`config.mk`:
```
export PLATFORM = sky130hd
export DESIGN_NAME = fp_std_arbiter
export DESIGN_NICKNAME = d
export VERILOG_FILES = /design/src/rtl/fp_std_arbiter.sv
export SDC_FILE = /design/constraint.sdc
export NUM_CORES = 1
export LEC_CHECK = 0
export CAP_MARGIN = 20
export CELL_PAD_IN_SITES_DETAIL_PLACEMENT = 0
export CELL_PAD_IN_SITES_GLOBAL_PLACEMENT = 1
export CORE_MARGIN = 2
export CORE_UTILIZATION = 48
export DETAILED_ROUTE_END_ITERATION = 7
export DONT_BUFFER_PORTS = 1
export MAX_ROUTING_LAYER = met4
export PLACE_DENSITY_LB_ADDON = 0.1
export SLEW_MARGIN = 10
export SYNTH_ARGS = -nofsm -noshare
export SYNTH_HDL_FRONTEND = slang
export SYNTH_SLANG_ARGS = --single-unit
```
`constraint.sdc`:
```
create_clock -name clk -period 5.9 [get_ports clk]
set_input_delay 0.59 -clock clk [delete_from_list [all_inputs] [get_ports clk]]
set_output_delay 0.59 -clock clk [all_outputs]
set_load 0.05 [all_outputs]
```
`src/rtl/fp_std_arbiter.sv`:
```
// Round-robin arbiter sharing one standardizer (normalize + round) between the add/sub path (src 0)
// and the multiplier path (src 1). Define FP_STD_ARB_STATS_EN to add saturating grant counters.

// Mantissa layout: bit 25 is carry-out, bit 24 the hidden one, bits 23:1 fraction, bit 0 guard.
// Rounding is nearest-even. On the subtract path (operator=1) a set loss bit means the exact value
// lies just below the kept bits, so it can only pull a tie down, never push it up.
// Exponent arithmetic wraps modulo 256; range checking is left to the requesters.
module standardizer (
  input  logic [7:0]  i_exp,
  input  logic [25:0] i_mantis,
  input  logic        i_operator,
  input  logic        i_loss,
  output logic [7:0]  o_exp,
  output logic [22:0] o_mantis
);
  logic [4:0]  w_lz;
  logic [24:0] w_norm;
  logic [7:0]  w_exp_norm;
  logic        w_sticky;
  logic        w_inc;
  logic [24:0] w_sum;

  always_comb begin
    // NOTE: every signal gets a default first so no path leaves it unassigned (no latch).
    w_lz       = 5'd0;
    w_norm     = i_mantis[24:0];
    w_sticky   = 1'b0;
    w_exp_norm = i_exp;
    for (int i = 0; i <= 24; i++) begin
      if (i_mantis[i]) w_lz = 5'(24 - i);
    end
    if (i_mantis[25]) begin
      w_norm     = i_mantis[25:1];
      w_sticky   = i_mantis[0];
      w_exp_norm = i_exp + 8'd1;
    end else if (i_mantis != 26'd0) begin
      w_norm     = i_mantis[24:0] << w_lz;
      w_exp_norm = i_exp - 8'(w_lz);
    end
    w_inc = w_norm[0] & (w_sticky | (i_loss & ~i_operator) | (w_norm[1] & ~(i_loss & i_operator)));
    w_sum = {1'b0, w_norm[24:1]} + 25'(w_inc);
    // A carry out of the hidden bit leaves an all-zero fraction and bumps the exponent.
    o_mantis = w_sum[24] ? w_sum[23:1] : w_sum[22:0];
    o_exp    = w_exp_norm + 8'(w_sum[24]);
  end
endmodule

module fp_std_arbiter #(
  parameter int RR_INIT = 0,
  parameter int STAT_W  = 16
) (
  input  logic        clk,
  input  logic        rst,
  input  logic        req0_valid,
  output logic        req0_ready,
  input  logic        req0_sign,
  input  logic [7:0]  req0_exp,
  input  logic [25:0] req0_mantis,
  input  logic        req0_operator,
  input  logic        req0_loss,
  input  logic        req1_valid,
  output logic        req1_ready,
  input  logic        req1_sign,
  input  logic [7:0]  req1_exp,
  input  logic [25:0] req1_mantis,
  input  logic        req1_operator,
  input  logic        req1_loss,
  output logic        res_valid,
  input  logic        res_ready,
  output logic        res_sign,
  output logic [7:0]  res_exp,
  output logic [22:0] res_mantis,
  output logic        res_src,
  output logic        busy
`ifdef FP_STD_ARB_STATS_EN
  ,
  output logic [STAT_W-1:0] grant_cnt0,
  output logic [STAT_W-1:0] grant_cnt1
`endif
);
  typedef enum logic [1:0] {S_IDLE, S_EVAL, S_HOLD} state_t;

  if (!(RR_INIT inside {0, 1}) || STAT_W < 1) begin : g_param_check
    $error("fp_std_arbiter: RR_INIT must be 0 or 1 and STAT_W at least 1");
  end

  state_t      r_state, w_state_nxt;
  logic        r_ptr;
  logic        r_op_sign, r_op_operator, r_op_loss, r_op_src;
  logic [7:0]  r_op_exp;
  logic [25:0] r_op_mantis;
  logic        r_res_valid, r_res_sign, r_res_src;
  logic [7:0]  r_res_exp;
  logic [22:0] r_res_mantis;
  logic        w_gnt0, w_gnt1, w_take, w_capture;
  logic [7:0]  w_std_exp;
  logic [22:0] w_std_mantis;

  always_ff @(posedge clk or posedge rst) begin
    if (rst) r_state <= S_IDLE;
    // NOTE: sequential state uses non-blocking assignments so every flop samples pre-edge values.
    else     r_state <= w_state_nxt;
  end

  always_comb begin
    w_gnt0      = req0_valid & (~req1_valid | ~r_ptr);
    w_gnt1      = req1_valid & (~req0_valid | r_ptr);
    req0_ready  = 1'b0;
    req1_ready  = 1'b0;
    w_capture   = 1'b0;
    w_state_nxt = r_state;
    case (r_state)
      S_IDLE: begin
        // Held low while rst is high so the async reset silences the handshake immediately.
        req0_ready = w_gnt0 & ~rst;
        req1_ready = w_gnt1 & ~rst;
        if (w_gnt0 | w_gnt1) w_state_nxt = S_EVAL;
      end
      S_EVAL: begin
        w_capture   = 1'b1;
        w_state_nxt = S_HOLD;
      end
      S_HOLD:  if (res_ready) w_state_nxt = S_IDLE;
      default: w_state_nxt = S_IDLE;
    endcase
  end

  assign w_take = req0_ready | req1_ready;
  assign busy   = (r_state != S_IDLE);

  always_ff @(posedge clk or posedge rst) begin
    if (rst) begin
      r_ptr         <= 1'(RR_INIT);
      r_op_sign     <= 1'b0;
      r_op_operator <= 1'b0;
      r_op_loss     <= 1'b0;
      r_op_src      <= 1'b0;
      r_op_exp      <= 8'd0;
      r_op_mantis   <= 26'd0;
      r_res_valid   <= 1'b0;
      r_res_sign    <= 1'b0;
      r_res_src     <= 1'b0;
      r_res_exp     <= 8'd0;
      r_res_mantis  <= 23'd0;
    end else begin
      if (w_take) begin
        r_op_sign     <= w_gnt1 ? req1_sign     : req0_sign;
        r_op_operator <= w_gnt1 ? req1_operator : req0_operator;
        r_op_loss     <= w_gnt1 ? req1_loss     : req0_loss;
        r_op_exp      <= w_gnt1 ? req1_exp      : req0_exp;
        r_op_mantis   <= w_gnt1 ? req1_mantis   : req0_mantis;
        r_op_src      <= w_gnt1;
        r_ptr         <= ~w_gnt1;
      end
      if (w_capture) begin
        r_res_valid  <= 1'b1;
        r_res_sign   <= r_op_sign;
        r_res_src    <= r_op_src;
        r_res_exp    <= w_std_exp;
        r_res_mantis <= w_std_mantis;
      end else if (r_res_valid && res_ready) begin
        r_res_valid <= 1'b0;
      end
    end
  end

  standardizer u_std (
    .i_exp      (r_op_exp),
    .i_mantis   (r_op_mantis),
    .i_operator (r_op_operator),
    .i_loss     (r_op_loss),
    .o_exp      (w_std_exp),
    .o_mantis   (w_std_mantis)
  );

  assign res_valid  = r_res_valid;
  assign res_sign   = r_res_sign;
  assign res_src    = r_res_src;
  assign res_exp    = r_res_exp;
  assign res_mantis = r_res_mantis;

`ifdef FP_STD_ARB_STATS_EN
  logic [STAT_W-1:0] r_cnt0, r_cnt1;

  always_ff @(posedge clk or posedge rst) begin
    if (rst) begin
      r_cnt0 <= '0;
      r_cnt1 <= '0;
    end else begin
      if (req0_ready && !(&r_cnt0)) r_cnt0 <= r_cnt0 + STAT_W'(1);
      if (req1_ready && !(&r_cnt1)) r_cnt1 <= r_cnt1 + STAT_W'(1);
    end
  end

  assign grant_cnt0 = r_cnt0;
  assign grant_cnt1 = r_cnt1;
`endif
endmodule

```
Word level (Yosys, flattened, before mapping). Cells that the tools add are included.

Register bits after elaboration: 75. Input bits: 79. Output and inout port bits: 37. Logic and storage cells: 93.

$add $sub $neg: 4. Equal/unequal tests: 4. Shifts and indexed selects: 1. Muxes and demuxes: 44. Bitwise gates (word level): 21. Reductions and logical operators: 6.

Operators by type and width (number): 2-to-1 mux 5 bit (25); 2-to-1 mux 25 bit (2); 2-to-1 mux 26 bit (1); nonzero test 26 bit (1); adder 24 x 1 -> 25 bit (1); << shifter 25 x 5 -> 25 bit (1); 2-to-1 mux 8 bit (3); 2-to-1 mux 23 bit (1); 2-to-1 mux 1 bit (9); adder 8 x 1 -> 8 bit (1); adder 8 x 1 -> 8 bit, second input constant (1); AND 1 bit (8); subtractor 8 x 5 -> 8 bit (1); inverter 1 bit (7); OR 1 bit (6); case mux 2 bit (3 select lines) (1); 2-to-1 mux 2 bit (2); inequality test 2 bit, second input constant (2); nonzero test 2 bit (2); == test 2 x 1 -> 1 bit, second input constant (1); == test 2 bit, second input constant (1); zero test 2 bit (1); AND reduction 2 bit (1); logical AND 1 bit (1).

Logic depth before layout (Yosys ltp). Gate-level depths: netlist (run 1).

Depth after elaboration: 33. Depth in mapped cells: 25. Gate-level depth less buffers: 22.

Cells and area by module. A second synthesis (run 1) with hierarchy kept.

Cells, all modules: 876. Area total of the unflattened synthesis: 7060.5 µm².

Modules (own cells, without submodules): standardizer (times used 1, cells each 585, area an instance 3941.3 µm², seq. area each 0.0 µm²); fp_std_arbiter (times used 1, cells each 291, area an instance 3119.2 µm², seq. area each 1876.8 µm²).

Worst setup path after synthesis (run 1). Ideal clock, no wire load.

Path kind: register -> register. Start point: register r_state[1]. End point: register r_op_loss. Setup time: 136 ps. Arrival: 4911 ps. Data required time: 5764 ps. Setup slack: 854 ps. Cell stages (with the launch flop): 7. Buffers on the path: 1. Clock period less this slack: 5046 ps. Path through: dfrtp_1 or2_1 a2111oi_0 nor2_1 clkbuf_1 nand2_1 o21ai_0.

Word-level cells in the longest chain between the ends: 3. Elaborated cells between the ends (all ways): 4. Classes of those cells: mux (2); bitwise (1); reduce/logical (1).

Ends and longest elaborated chain: from (decl) (RTL line 87) `state_t r_state, w_state_nxt;`; from (signal assigned) (RTL line 102) `else r_state <= w_state_nxt;`; zero test 2 bit (RTL line 112) `case (r_state)`; 2-to-1 mux 1 bit (RTL line 112); via req0_ready (RTL line 55) `output logic req0_ready,`; OR 1 bit (RTL line 128) `assign w_take = req0_ready | req1_ready;`; to (signal assigned) (RTL line 149) `r_op_loss <= w_gnt1 ? req1_loss : req0_loss;`; to (decl) (RTL line 89) `logic r_op_sign, r_op_operator, r_op_loss, r_op_src;`.

The timed path passes the listed nets, and every way through them passes these cells. A chain may end at the register's enable or synchronous reset.

Worst setup path in the final report (run 1).
Start point: register r_op_mantis[13]. End point: register r_res_exp[7] (netlist: res_exp[7]).

Word-level cells in the longest chain between the ends: 20. Elaborated cells between the ends (all ways): 24. Classes of those cells: add/sub (3); shift (1); mux (16); bitwise (3); reduce/logical (1).

Ends and longest elaborated chain: from (decl) (RTL line 91) `logic [25:0] r_op_mantis;`; from (signal assigned) (RTL line 151) `r_op_mantis <= w_gnt1 ? req1_mantis : req0_mantis;`; 2-to-1 mux 5 bit (12 in a row) (RTL line 30) `if (i_mantis[i]) w_lz = 5'(24 - i);`; << shifter 25 x 5 -> 25 bit (RTL line 37) `w_norm = i_mantis[24:0] << w_lz;`; 2-to-1 mux 25 bit (RTL line 36) `end else if (i_mantis != 26'd0) begin`; 2-to-1 mux 25 bit (RTL line 32) `if (i_mantis[25]) begin`; AND 1 bit (RTL line 40) `w_inc = w_norm[0] & (w_sticky | (i_loss & ~i_operator) | (w_norm[1] & ~(i_loss & i_operator)));`; OR 1 bit (RTL line 40); AND 1 bit (RTL line 40); adder 24 x 1 -> 25 bit (RTL line 41) `w_sum = {1'b0, w_norm[24:1]} + 25'(w_inc);`; adder 8 x 1 -> 8 bit * (RTL line 44) `o_exp = w_exp_norm + 8'(w_sum[24]);`; to (signal assigned) (RTL line 159) `r_res_exp <= w_std_exp;`; to (decl) (RTL line 93) `logic [7:0] r_res_exp;`.

Mark *: on every way between the ends. The rest lies on a longest branch, timed or not.

==> results of run 1 <==
## stage by stage
stage	cells	area (um^2)	utilization [%]
after global placement	1012	6910	50.4
after floorplan	865	6680	-
after global routing	1029	7240	52.8
final	1029	7240	52.8
after CTS	1028	7220	52.6
after detailed placement	1012	6910	50.4
## metal layers
metal	vias to the layer above	GRT usage (%)	part of all wire (%)
met2	407	52.7	47
met4	0	14.1	3.7
li1	3192	-	-
met1	3327	42.2	41
met3	74	6.93	8.7
met5	-	-	0
## cell families (layout without fill, tap and decap cells)
logic type | count (synthesis) | count (layout)
compound gates | 272 | 272
buf+inv | 90 | 74
simple gates | 349 | 349
flops | 75 | 75
fa+ha+maj | 11 | 11
mux | 39 | 39
xor+xnor | 29 | 29
## synthesized netlist by cell type, drive strengths merged (4+ instances only)
cell type / n
o21ai: 91
nor4: 17
o31ai: 12
nand3: 51
a22oi: 7
inv: 21
a211oi: 18
a21oi: 38
or4: 6
clkbuf: 49
nor3: 26
nand4: 20
xor2: 12
o22ai: 5
a221oi: 7
nor2: 40
o211ai: 31
buf: 20
mux2i: 38
or2: 8
or3: 4
a2111oi: 9
nor2b: 11
xnor2: 17
o21a: 4
dfrtp: 75
and3: 5
o221ai: 5
nand2b: 6
nand2: 136
and2: 8
a311oi: 4
ha: 10
a31oi: 12
## worst max path at each step
stage,from,endpoint,slack [ps]
after CTS,r_op_mantis[21],res_exp[7],720
final,r_op_mantis[13],res_exp[7],610
after global routing,r_op_mantis[6],res_exp[7],150
after floorplan,r_state[1],r_op_loss,850
after detailed placement,r_op_mantis[21],res_exp[7],720
after global placement,r_op_mantis[13],res_exp[7],780
## placed cells by master (no fill, tap or decap), types with 10 or more instances in the layout
cell type,n
nor3_1,23
buf_4,36
a31oi_1,11
mux2i_1,38
xnor2_1,17
nand3_1,51
inv_1,18
o21ai_0,75
nand2_1,136
o31ai_1,12
xor2_1,12
dfrtp_1,75
a211oi_1,18
a21oi_1,38
nor2b_1,11
nor4_1,10
nand4_1,19
ha_1,10
o21ai_1,15
nor2_1,38
o211ai_1,30
## registers in the layout (all words and copies together) (netlist names)
| register | flops |
|---|---|
| r_op_exp | 8 |
| r_op_loss | 1 |
| r_op_mantis | 26 |
| r_op_operator | 1 |
| r_op_sign | 1 |
| r_op_src | 1 |
| r_ptr | 1 |
| r_state | 2 |
| res_exp | 8 |
| res_mantis | 23 |
| res_sign | 1 |
| res_src | 1 |
| res_valid | 1 |
## area by class of cell
class	count	share of cell area (%)
clock buffer	9	3.11
clock inverter	7	1.12
inverter	21	1.09
multi-input combinational	700	61.6
sequential	75	25.9
tap	180	3.11
timing repair buffer	37	4.01
==> impl_metrics.csv, run 1 <==
group,metric,value,unit
grt,grt_overflow,0,
worst_setup_path,cpLargestDelayFamily,"simple AND/OR/NAND/NOR gates",
route,routed_wire_length_per_instance,23.4,um
grt,vias_in_the_first_global_route,6590,
place,dpl.hpwl,18400,um
grt,grt_max_degree,76,
min_path,holdCritStartpoint,"res_ready",
worst_setup_path,cpPeakStageDelay,680,ps
route,wirelength,24000,um
clocking,root_buffer,"clkbuf_16",
synthesis,synth_edf_count,0,
worst_setup_path,critical_path_buf_inv_count,3,
route,ant_nets,0,
grt,grt_use_total,33.6,%
floorplanning,fp.dieH,122,um
worst_setup_path,timing.critical_path.to_type,"flip-flop",
sta,finalSetupViolations,0,
sta,rsz0062_at_grt,"false",
place,port-buffer-count,0,
run,cap_violations,0,
synthesis,synth-simple-area-share,26.6,%
final_layout,post_route_cells_drive_above_1_share,10.0,%
worst_setup_path,r2r_start,"r_op_mantis[13]",
worst_setup_path,startpoint_to_endpoint_class_of_the_critical_path,"reg -> reg",
worst_setup_path,worst-path-stages,18,
min_path,min_to,"res_valid",
sta,tightest_slew,911,ps
synthesis,synth_area_leaders,"dfrtp_1 (28%), nand2_1 (7.6%), mux2i_1 (5.7%)",
place,pre_cts_slack,722,ps
worst_setup_path,critical_path.reg2reg.endpoint,"res_exp[7]",
synthesis,synthesis.instances,865,
route,dr.pass1.iters,6,
floorplanning,die_w,122,um
final_layout,fin_nets,934,
worst_setup_path,critPathSlowestCell,"or4_1",
synthesis,post_synth_xor_area_fraction,3.80,%
synthesis,yosysTopAreaCell,"dfrtp_1",
floorplanning,initial_utilization,48.7,%
sta,finalWorstSetupSlack,612,ps
route,avgViaCountPerCell,6.80,
sta,clock_skew,9.94,ps
clocking,postCtsSetupRepairBufs,0,
route,first_iter_violations,737,
clocking,ctsHoldBuffers,0,
run_status,outcome,"finished, final reports clean",
clocking,cts_tree,"built",
floorplanning,core_area,13700,um^2
synthesis,synth_top_family_by_area,"compound AO/OA/AOI/OAI gates",
sta,period_minus_slack,5290,ps
sta,final-hold-violation-count,0,
worst_setup_path,ff2ff_setup_slack,610,ps
sta,maximum_clock_frequency,189,MHz
synthesis,synth.cell_area,6680,um^2
worst_setup_path,required,6110,ps
synthesis,post_synth.cell_area_avg,7.72,um^2
synthesis,yosysTopAreaCellShare,28.1,%
synthesis,mapped_nets,955,
worst_setup_path,worst-r2r-cell-count,18,
sta,holdWs,348,ps
synthesis,synth_compound_gate_area_share,27.7,%
sta,max_slew_margin,39.3,%
route,detail_route.drc_violations,0,
final_layout,sequential_cell_area,1880,um^2
worst_setup_path,crit_top_cell,"and3_1",
floorplanning,ios,116,
clocking,sink_count_of_the_clock_tree,75,
clocking,clock_transition_at_path_regs,60,ps
place,place.gp.congestion,0.991,
clocking,worstSkewPairLatency,340,ps
synthesis,synth-seq-area-share,28.1,%
sta,fin_tns_setup,0,ps
final_layout,area_of_the_multi_input_gates,4460,um^2
synthesis,synthFlopType,"dfrtp_1",
clocking,cts_buffer_depth,2,
sta,timing.final.max_slew_violations,0,
clocking,tritoncts.num_buffers,9,
synthesis,synth.ff_latch_count,75,
final_layout,insertedDiodeCount,0,
synthesis,synth_cell_types,77,
final_layout,area.growth.synth_to_final,8.39,%
min_path,worstHoldPathCells,1,
synthesis,adder_and_majority_gate_portion_of_the_synthesized_area,2.17,%
worst_setup_path,worstPathCellList,"or4_1 > a21oi_1 > and2_1 > inv_2 > buf_4 > a311oi_1 > o221ai_1 > a211oi_1 > o22ai_1 > nor4_4 > nand4_2 > inv_1 > ha_1 > and3_1 > and3_1 > nand3_1 > xnor2_1 > o21ai_0",
route,vias,7000,
worst_setup_path,cp_max_fo,16,
synthesis,portion_of_netlist_area_occupied_by_mux_cells,6.03,%
grt,antenna_found_initial,0,
sta,layout_worst_path_cycle_share,89.6,%
grt,grt_pass1_wl,37200,um
clocking,htreeDepth,3,
synthesis,post_synth_arst_share,100,%
clocking,post_cts_resized,0,
floorplanning,placement_rows,43,
synthesis,synthesis.yosys.warnings,0,
worst_setup_path,worstPathArrival,5500,ps
worst_setup_path,crit_path_start_kind,"flip-flop",
floorplanning,fp.dieArea,14900,um^2
final_layout,fill_cells,1302,
min_path,hp-class,"in -> reg",
Power of run 1 is not shown: default switching activity piles up to over one toggle a cycle in this logic, so the estimate is an artifact.
==> inputs of run 2 (changes only) <==
--- a/config.mk
+++ b/config.mk
@@ -14,7 +14,7 @@
 export DONT_BUFFER_PORTS = 1
 export MAX_ROUTING_LAYER = met4
 export PLACE_DENSITY_LB_ADDON = 0.1
-export SLEW_MARGIN = 10
+export SLEW_MARGIN = 20
 export SYNTH_ARGS = -nofsm -noshare
 export SYNTH_HDL_FRONTEND = slang
 export SYNTH_SLANG_ARGS = --single-unit
==> impl_metrics.csv, run 2 (synthesized netlist as in run 1, its figures left out) <==
group,metric,value,unit
run_status,outcome,"finished, final reports clean",
clocking,htreeDepth,3,
final_layout,fin_nets,934,
grt,met2_usage,52.7,%
worst_setup_path,r2r_start,"r_op_mantis[13]",
place,dpl.hpwl,18400,um
floorplanning,fp.dieH,122,um
worst_setup_path,cp_max_fo,18,
place,port-buffer-count,0,
sta,fin_tns_setup,0,ps
run,cap_violations,0,
clocking,clock_transition_at_path_regs,60,ps
sta,maximum_clock_frequency,191,MHz
floorplanning,fp.dieArea,14900,um^2
grt,grt_pass1_wl,37200,um
clocking,root_buffer,"clkbuf_16",
route,dr.pass1.iters,7,
route,avgViaCountPerCell,6.73,
floorplanning,ios,116,
clocking,post_cts_resized,0,
final_layout,mostFrequentLayoutCells,"nand2_1 (136), o21ai_0 (75), dfrtp_1 (75)",
sta,rsz0062_at_grt,"false",
floorplanning,placement_rows,43,
grt,grt_use_total,33.6,%
place,place.gp.congestion,0.991,
floorplanning,die_w,122,um
final_layout,registers.top_by_ff_count,"r_op_mantis",
final_layout,post_route_cells_drive_above_1_share,10.0,%
route,vias,6927,
route,first_iter_violations,754,
clocking,cts_buffer_depth,2,
sta,clock_skew,10.1,ps
place,detailed_place.area,6910,um^2
route,detail_route.drc_violations,0,
grt,grt_overflow,0,
worst_setup_path,timing.critical_path.from,"r_op_mantis[13]",
sta,finalSetupViolations,0,
grt,grt.met3_usage,6.93,%
grt,antenna_found_initial,0,
worst_setup_path,worstPathArrival,5450,ps
place,dp.cells,1012,
final_layout,largest_register_ffs,26,
route,wirelength,23800,um
clocking,cts_tree,"built",
route,routed_wire_length_per_instance,23.2,um
final_layout,utilization,52.8,%
floorplanning,core_area,13700,um^2
min_path,holdCritStartpoint,"res_ready",
sta,max_slew_margin,40.0,%
worst_setup_path,crit_path_start_kind,"flip-flop",
sta,tightest_slew,899,ps
clocking,worstSkewPairLatency,340,ps
sta,timing.final.max_slew_violations,0,
worst_setup_path,required,6110,ps
clocking,ctsHoldBuffers,0,
final_layout,insertedDiodeCount,0,
clocking,tritoncts.num_buffers,9,
final_layout,final_common_cell,"nand2_1",
grt,grt_max_degree,76,
sta,period_minus_slack,5240,ps
clocking,sink_count_of_the_clock_tree,75,
sta,final-hold-violation-count,0,
grt,globalRouteMet1Util,42.2,%
clocking,postCtsSetupRepairBufs,0,
final_layout,final_cells,1029,
route,ant_nets,0,
grt,vias_in_the_first_global_route,6590,
worst_setup_path,startpoint_to_endpoint_class_of_the_critical_path,"reg -> reg",
grt,gr-max-usage-layer,"met2",
worst_setup_path,timing.critical_path.to_type,"flip-flop",
min_path,hp-class,"in -> reg",
floorplanning,initial_utilization,48.7,%
final_layout,area.growth.synth_to_final,8.51,%
final_layout,stdcell_area,7250,um^2
sta,layout_worst_path_cycle_share,88.9,%
## run 2: per-layer routing
| layer | wire length, um | share of wire, % | vias to the layer above |
|---|---|---|---|
| li1 | - | - | 3187 |
| met1 | 9900 | 41 | 3291 |
| met2 | 11100 | 46 | 379 |
| met3 | 1940 | 8.1 | 70 |
| met4 | 926 | 3.9 | 0 |
| met5 | 0 | 0 | - |
## run 2: path summary, 6_finish.rpt
path,end,slack [ps],cells after the start
min,res_valid,350,1
min reg2reg,res_src,480,2
max,res_exp[7],660,18
min in group asynchronous,r_state[0],400,2
max reg2reg,res_exp[7],660,18
max in group asynchronous,r_op_mantis[5],4920,2
## run 2: area by class of cell
type	count	area, um^2
Clock buffer	9	225
Fill cell	1302	6470
Sequential cell	75	1880
Multi-Input combinational cell	700	4460
Tap cell	180	225
Clock inverter	7	81.3
Timing Repair Buffer	37	298
Inverter	21	78.8
## run 2: stage by stage
stage	hold slack, ps	setup WS (ps)
after floorplan	439	854
after global placement	460	779
after detailed placement	464	722
after CTS	342	717
after global routing	350	152
final	348	658
## run 2: critical path, stage by stage (launching register included)
cell	delay [ps]
dfrtp_1	540
or4_1	680
a21oi_1	180
and2_1	570
inv_2	190
buf_4	270
a22o_1	270
a2bb2oi_1	150
a2111oi_0	690
o21ai_1	210
nor4_4	210
nand4_2	150
inv_1	90
ha_1	160
and3_1	180
and3_1	200
nand3_1	100
xnor2_1	160
o21ai_0	90
Power of run 2 is left out for the same reason.
